--- config.mk ---
export PLATFORM = sky130hd
export DESIGN_NAME = calendar_counter
export DESIGN_NICKNAME = d
export VERILOG_FILES = /design/src/rtl/calendar_counter.sv
export SDC_FILE = /design/constraint.sdc
export NUM_CORES = 1
export LEC_CHECK = 0
export CORE_MARGIN = 2
export CORE_UTILIZATION = 42
export DETAILED_ROUTE_END_ITERATION = 12
export REMOVE_ABC_BUFFERS = 1
export SLEW_MARGIN = 20
export SYNTH_ARGS = -nofsm -noshare
export SYNTH_HDL_FRONTEND = slang
export SYNTH_SLANG_ARGS = --single-unit
--- constraint.sdc ---
create_clock -name clk -period 7.1 [get_ports clk]
set_input_delay 1.42 -clock clk [delete_from_list [all_inputs] [get_ports clk]]
set_output_delay 1.42 -clock clk [all_outputs]
set_load 0.02 [all_outputs]
--- src/rtl/calendar_counter.sv ---
// Calendar day/month/year counter with leap-aware month lengths and a
// multi-cycle validated date load (year reduced mod 400 by repeated subtraction).
module calendar_counter #(
    parameter int YEAR_W    = 14,
    parameter int YEAR_MAX  = 9999,
    parameter int GREGORIAN = 1,
    parameter int RST_DAY   = 1,
    parameter int RST_MONTH = 1,
    parameter int RST_YEAR  = 2000
) (
    input  logic              clk,
    input  logic              rst_n,
    input  logic              tick,
    input  logic              load,
    input  logic [4:0]        load_day,
    input  logic [3:0]        load_month,
    input  logic [YEAR_W-1:0] load_year,
    output logic [4:0]        day,
    output logic [3:0]        month,
    output logic [YEAR_W-1:0] year,
    output logic              leap,
    output logic [4:0]        dim,
    output logic              busy,
    output logic              load_err,
    output logic              new_month,
    output logic              new_year,
    output logic              year_ovf
);

    typedef enum logic [1:0] {IDLE, REDUCE, CHECK} state_t;

    localparam logic [YEAR_W-1:0] YMAX  = YEAR_W'(YEAR_MAX);
    localparam logic [YEAR_W-1:0] Y400  = YEAR_W'(400);
    localparam logic [8:0]        RST_R = 9'(RST_YEAR % 400);

    state_t            state;
    logic [8:0]        r;
    logic              pending;
    logic [4:0]        t_day;
    logic [3:0]        t_month;
    logic [YEAR_W-1:0] t_year;
    logic [YEAR_W-1:0] tmp;
    logic              t_leap;
    logic [4:0]        t_dim;
    logic              t_valid;

    function automatic logic is_leap(input logic [8:0] res, input logic [1:0] ylo);
        if (GREGORIAN != 0)
            return (res[1:0] == 2'd0) && (res != 9'd100) && (res != 9'd200) && (res != 9'd300);
        else
            return ylo == 2'd0;
    endfunction

    function automatic logic [4:0] month_days(input logic [3:0] m, input logic lp);
        case (m)
            4'd2:                      return lp ? 5'd29 : 5'd28;
            4'd4, 4'd6, 4'd9, 4'd11:   return 5'd30;
            default:                   return 5'd31;
        endcase
    endfunction

    assign leap    = is_leap(r, year[1:0]);
    assign dim     = month_days(month, leap);

    // In CHECK, tmp holds load_year mod 400, so it serves as the candidate residue.
    assign t_leap  = is_leap(tmp[8:0], t_year[1:0]);
    assign t_dim   = month_days(t_month, t_leap);
    assign t_valid = (t_month >= 4'd1) && (t_month <= 4'd12) &&
                     (t_day >= 5'd1) && (t_day <= t_dim) && (t_year <= YMAX);

    always_ff @(posedge clk) begin
        if (state == IDLE && load) begin
            t_day   <= load_day;
            t_month <= load_month;
            t_year  <= load_year;
            tmp     <= load_year;
        end else if (state == REDUCE && tmp >= Y400) begin
            tmp <= tmp - Y400;
        end
    end

    always_ff @(posedge clk) begin
        if (!rst_n) begin
            state     <= IDLE;
            day       <= 5'(RST_DAY);
            month     <= 4'(RST_MONTH);
            year      <= YEAR_W'(RST_YEAR);
            r         <= RST_R;
            busy      <= 1'b0;
            pending   <= 1'b0;
            load_err  <= 1'b0;
            new_month <= 1'b0;
            new_year  <= 1'b0;
            year_ovf  <= 1'b0;
        end else begin
            load_err  <= 1'b0;
            new_month <= 1'b0;
            new_year  <= 1'b0;
            year_ovf  <= 1'b0;
            case (state)
                IDLE: begin
                    if (load) begin
                        state   <= REDUCE;
                        busy    <= 1'b1;
                        pending <= pending | tick;
                    end else if (tick || pending) begin
                        // A deferred tick and a live tick merge into one advance.
                        pending <= 1'b0;
                        if (day < dim) begin
                            day <= day + 5'd1;
                        end else begin
                            day       <= 5'd1;
                            new_month <= 1'b1;
                            if (month == 4'd12) begin
                                month    <= 4'd1;
                                new_year <= 1'b1;
                                if (year == YMAX) begin
                                    year     <= '0;
                                    r        <= 9'd0;
                                    year_ovf <= 1'b1;
                                end else begin
                                    year <= year + YEAR_W'(1);
                                    r    <= (r == 9'd399) ? 9'd0 : r + 9'd1;
                                end
                            end else begin
                                month <= month + 4'd1;
                            end
                        end
                    end
                end
                REDUCE: begin
                    pending <= pending | tick;
                    if (tmp < Y400)
                        state <= CHECK;
                end
                CHECK: begin
                    pending <= pending | tick;
                    busy    <= 1'b0;
                    state   <= IDLE;
                    if (t_valid) begin
                        day   <= t_day;
                        month <= t_month;
                        year  <= t_year;
                        r     <= tmp[8:0];
                    end else begin
                        load_err <= 1'b1;
                    end
                end
                default: state <= IDLE;
            endcase
        end
    end

endmodule
# [After elaboration in Yosys (flattened, before gate mapping)]
# Cells that the tools add are included.
# Widths: inputs -> output; s select.
[word_totals] reg_bits=77 in_bits=27 output_inout_bits=34 word_cells=138
[classes] addsub=5 order_cmp=8 n_eq_ne=29 mux=44 bitwise_logic=5 n_reduce_logical=32
[op_table] op="$mux 14" count=8
[op_table] op="$mux 9" count=7
[op_table] op="$pmux 14 s2" count=1
[op_table] op="$eq 4x4->1 const B" count=5
[op_table] op="$mux 4" count=5
[op_table] op="$mux 5" count=4
[op_table] op="$ne 9x7->1 const B" count=2
[op_table] op="$ne 9x8->1 const B" count=2
[op_table] op="$ne 9x9->1 const B" count=2
[op_table] op="$pmux 9 s2" count=1
[op_table] op="$eq 4x3->1 const B" count=4
[op_table] op="$add 14x1->14 const B" count=1
[op_table] op="$eq 14x14->1 const B" count=1
[op_table] op="$ge 14x9->1 const B" count=1
[op_table] op="$le 14x14->1 const B" count=1
[op_table] op="$lt 14x9->1 const B" count=1
[op_table] op="$sub 14x9->14 const B" count=1
[op_table] op="$logic_and 1x1->1" count=12
[op_table] op="$pmux 2 s2" count=3
[op_table] op="$reduce_or 4->1" count=3
[op_table] op="$pmux 5 s2" count=1
[op_table] op="$add 9x1->9 const B" count=1
[op_table] op="$eq 9x9->1 const B" count=1
[op_table] op="$mux 1" count=9
[op_table] op="other kinds (28)" count=46

# [Logic depth before layout (Yosys ltp)]
[logic_depth] ltp_word=11 depth_mapped=17 mapped_depth_nobuf=15

# [Worst setup path after synthesis]
# No wires, ideal clock.
[synth_timing] path_kind="flip-flop to output port" from="register month[0]" to="output dim[0]" t_arrival_ns=1.508 required_ns=5.680 slack_ns=4.172 stages_incl_launch_ff=6 path_buffers=0 cell_sequence="dfxtp_1 > inv_1 > ha_1 > o21ai_0 > mux2_2 > nor2b_1"
[synth_between] elab_chain_cells=3 elab_cells_between_ends=7 cone_classes="eq/ne (5); mux (1); reduce/logical (1)"
[synth_rtl] element="start, declared" line="19" source="output logic [3:0] month,"
[synth_rtl] element="start signal, assigned" line="86" source="month <= 4'(RST_MONTH);"
[synth_rtl] element="start signal, assigned" line="126" source="month <= month + 4'd1;"
[synth_rtl] element="start signal, assigned" line="142" source="month <= t_month;"
[synth_rtl] element="$eq 4x3->1 / $eq 4x4->1 (equally long branches)" line="55" source="case (m)"
[synth_rtl] element="$reduce_or 4->1" line="55"
[synth_rtl] element="$pmux 2 s2 *" line="55"
[synth_rtl] element="end, declared" line="22" source="output logic [4:0] dim,"
# Every way passes the cells marked *; elsewhere a longest branch is shown, timed or not.

# [Final worst setup path]
# Ends and elaborated chain as after synthesis.

==> flow_metrics.py <==
metrics = {
    "run_status": {
        "outcome": "complete, no violations",
    },
    "clocking": {
        "cts_resized": 0,
        "numCtsBuffers": 9,
        "cts_tree": "yes",
        "cts_hold_buffers": 0,
        "clockRootBuffer": "clkbuf_8",
        "cts.htree.levels": 3,
        "post-cts-setup-buffers": 0,
        "cts_sinks": 77,
        "path_clk_slew_ns": 0.08,
        "insertion_delay_ns": 0.36,
        "cts_buffer_depth": 2,
    },
    "logic_synthesis": {
        "synth-edff-count": 37,
        "synthCells": 467,
        "avgSynthCellArea_um2": 9.21,
        "yosysTopAreaCellShare": 0.258,
        "ys_types": 71,
        "synthArstFlopShare": 0,
        "synth_area_um2": 4300,
        "ys_warn_count": 0,
        "synthTopCellsByArea": "edfxtp_1 26%, dfxtp_1 19%, ha_1 5.5%",
        "yosys_most_used_dff": "dfxtp_1",
        "seq_area_frac_synth": 0.445,
        "synth-seq-cells": 77,
        "yosysTopAreaCell": "edfxtp_1",
    },
    "critical_path": {
        "critPathKind": "reg -> out",
        "worstPathCellList": "inv_1, ha_1, o21ai_0, mux2_2, nor2b_1, clkdlybuf4s50_1",
        "critPathLaunchType": "register",
        "path_max_fanout": 5,
        "worstSetupStartpoint": "month[0]",
        "crit_path_top_delay_cell": "clkdlybuf4s50_1",
        "slowest_delay_ns": 0.62,
        "critical_path_required_ns": 5.68,
        "cp-end-kind": "primary output",
        "arrival_ns": 2.30,
        "reg2reg_from": "tmp[4]",
    },
    "sta": {
        "post-route-period-util": 0.523,
        "hold_slack_ns": 0.512,
        "hold_viol": 0,
        "drv_slew": 0,
        "final.min_clock_period_ns": 3.72,
        "fin_skew_ns": 0.00452,
        "worstMarginPinSlew_ns": 1.02,
        "timing.setup.tns_ns": 0,
        "relSlewSlack": 0.320,
        "rsz0062_at_grt": "false",
        "fmax_mhz": 269,
        "setup_viol": 0,
    },
    "global_routing": {
        "gr-total-overflow": 0,
        "grt_start_max_net_pins": 55,
        "grt_pass1_vias": 3404,
        "grt_antenna_before_repair": 0,
        "grt_pass1_wl_mm": 17.9,
        "grtUsageTotal": 0.205,
    },
    "hold_path": {
        "hp-start": "year[13]",
        "hold_path_class": "reg -> reg",
    },
    "die": {
        "ios": 61,
        "die_area_um2": 11100,
        "fp.coreArea_um2": 9860,
        "num_rows": 36,
        "die_h_um": 105,
        "die_width_um": 105,
        "start_util": 0.436,
    },
    "final_layout": {
        "layout.nets": 562,
        "finalCoreUtilization": 0.522,
        "nFillCells": 932,
        "drive_above_1_share": 0.0633,
        "n_antenna_cell": 0,
        "area_growth_pct": 19.8,
    },
    "placement": {
        "portBuffers": 57,
        "place_congestion": 0.832,
        "dp_hpwl_mm": 7.80,
    },
    "detailed_routing": {
        "drt-pass1-iter-count": 5,
        "drc": 0,
        "vias_per_cell": 5.71,
        "first_iter_violations": 194,
        "vias": 3732,
        "wirelength_mm": 10.9,
        "drtAntennaViolNets": 0,
        "wl_per_cell_um": 16.7,
    },
    "power": {
        "static-leakage-power_nw": 1.80,
        "peakVddDrop_uv": 139,
        "total_power_mw": 1.30,
        "power_density_nw_per_um2": 252,
    },
    "run": {
        "drv_cap": 0,
    },
}
sequential cells by signal, summed over array words and instances (netlist names), 2 cells and up:
register,flops
r,9
tmp,14
month,4
day,5
t_day,5
t_month,4
year,14
t_year,14
state,2
power by group:
group / switching (mW) / internal, mW / total, mW / leakage [nW]
logic: 0.203 / 0.140 / 0.343 / 1.03
registers: 0.0737 / 0.543 / 0.616 / 0.679
clock network: 0.177 / 0.163 / 0.340 / 0.0899
total: 0.453 / 0.846 / 1.30 / 1.80
final timing paths:
path                    to  slack [ns]  cells after the start
setup / recovery    dim[0]        3.38                      6
hold / removal    year[13]        0.51                      2
setup reg to reg   year[4]        3.54                     15
hold reg to reg   year[13]        0.51                      2
layer usage:
metal	vias to the layer above	track usage	share of wire
met5	-	0	0
met3	7	0.0430	0.059
met1	1767	0.301	0.50
met2	120	0.306	0.43
met4	0	0.0543	0.010
li1	1838	-	-
cell families after synthesis:
logic type | Yosys count | share of synthesized area
mux | 3 | 0.00728
compound gates | 130 | 0.211
fa+ha+maj | 19 | 0.0553
xor+xnor | 7 | 0.0143
other cells | 1 | 0.000872
simple gates | 183 | 0.219
flops | 77 | 0.445
buf+inv | 47 | 0.0477
cell usage after synthesis (all sizes together) (2+ instances only):
cell type / number
nor2: 42
a311oi: 3
edfxtp: 37
inv: 22
dfxtp: 40
mux2i: 2
xnor2: 3
a32oi: 2
and3b: 2
nor4: 8
nor3: 15
nand2b: 5
a22oi: 3
and3: 13
nor2b: 5
o211ai: 9
clkbuf: 14
xor2: 4
nand2: 44
nand4: 9
or4: 3
a2bb2oi: 2
o31ai: 8
nor4b: 2
a21oi: 36
buf: 10
ha: 19
a41oi: 3
a211oi: 5
a22o: 3
nand3b: 3
and2: 3
nand4b: 3
o21ai: 29
a32o: 3
a31oi: 6
nand3: 23
a41o: 2
cells in the final DEF (no fill, tap or decap), types with 6 or more instances in the layout:
| master | netlist | layout |
|---|---|---|
| o211ai_1 | 9 | 9 |
| nand2_1 | 44 | 44 |
| inv_1 | 22 | 22 |
| ha_1 | 19 | 18 |
| nand3_1 | 23 | 23 |
| o21ai_0 | 22 | 22 |
| edfxtp_1 | 37 | 37 |
| a21oi_1 | 35 | 35 |
| o21ai_1 | 7 | 6 |
| clkbuf_8 | 0 | 9 |
| and3_1 | 13 | 13 |
| nor4_1 | 7 | 7 |
| o31ai_1 | 7 | 7 |
| nor3_1 | 14 | 14 |
| nand4_1 | 9 | 9 |
| nor2_1 | 42 | 42 |
| dfxtp_1 | 40 | 40 |
| clkdlybuf4s50_1 | 0 | 57 |
through the flow:
stage / setup slack [ns] / std cells / area [µm²]
after floorplan: 3.40 / 445 / 4190
after global placement: 3.26 / 638 / 4950
after detailed placement: 3.25 / 638 / 4950
after CTS: 3.35 / 654 / 5150
after global routing: 3.22 / 654 / 5150
final: 3.38 / 654 / 5150
final cells by class:
type	count	area (µm²)	share of cell area
repair buffers	60	593	0.115
flip-flops and latches	77	1910	0.371
clock buffers	9	124	0.0240
well taps	133	166	0.0323
multi-input cells	345	2200	0.426
inverters	23	86.3	0.0168
clock inverters	7	73.8	0.0143
critical path, delay by kind of cell, from the launching register on:
kind	cells	cell delay (ns)
mux	1	0.21
fa+ha+maj	1	0.24
compound gates	1	0.15
flops	1	0.43
buf+inv	2	0.76
simple gates	1	0.16
No activity file was read; power rests on OpenSTA's default activity.
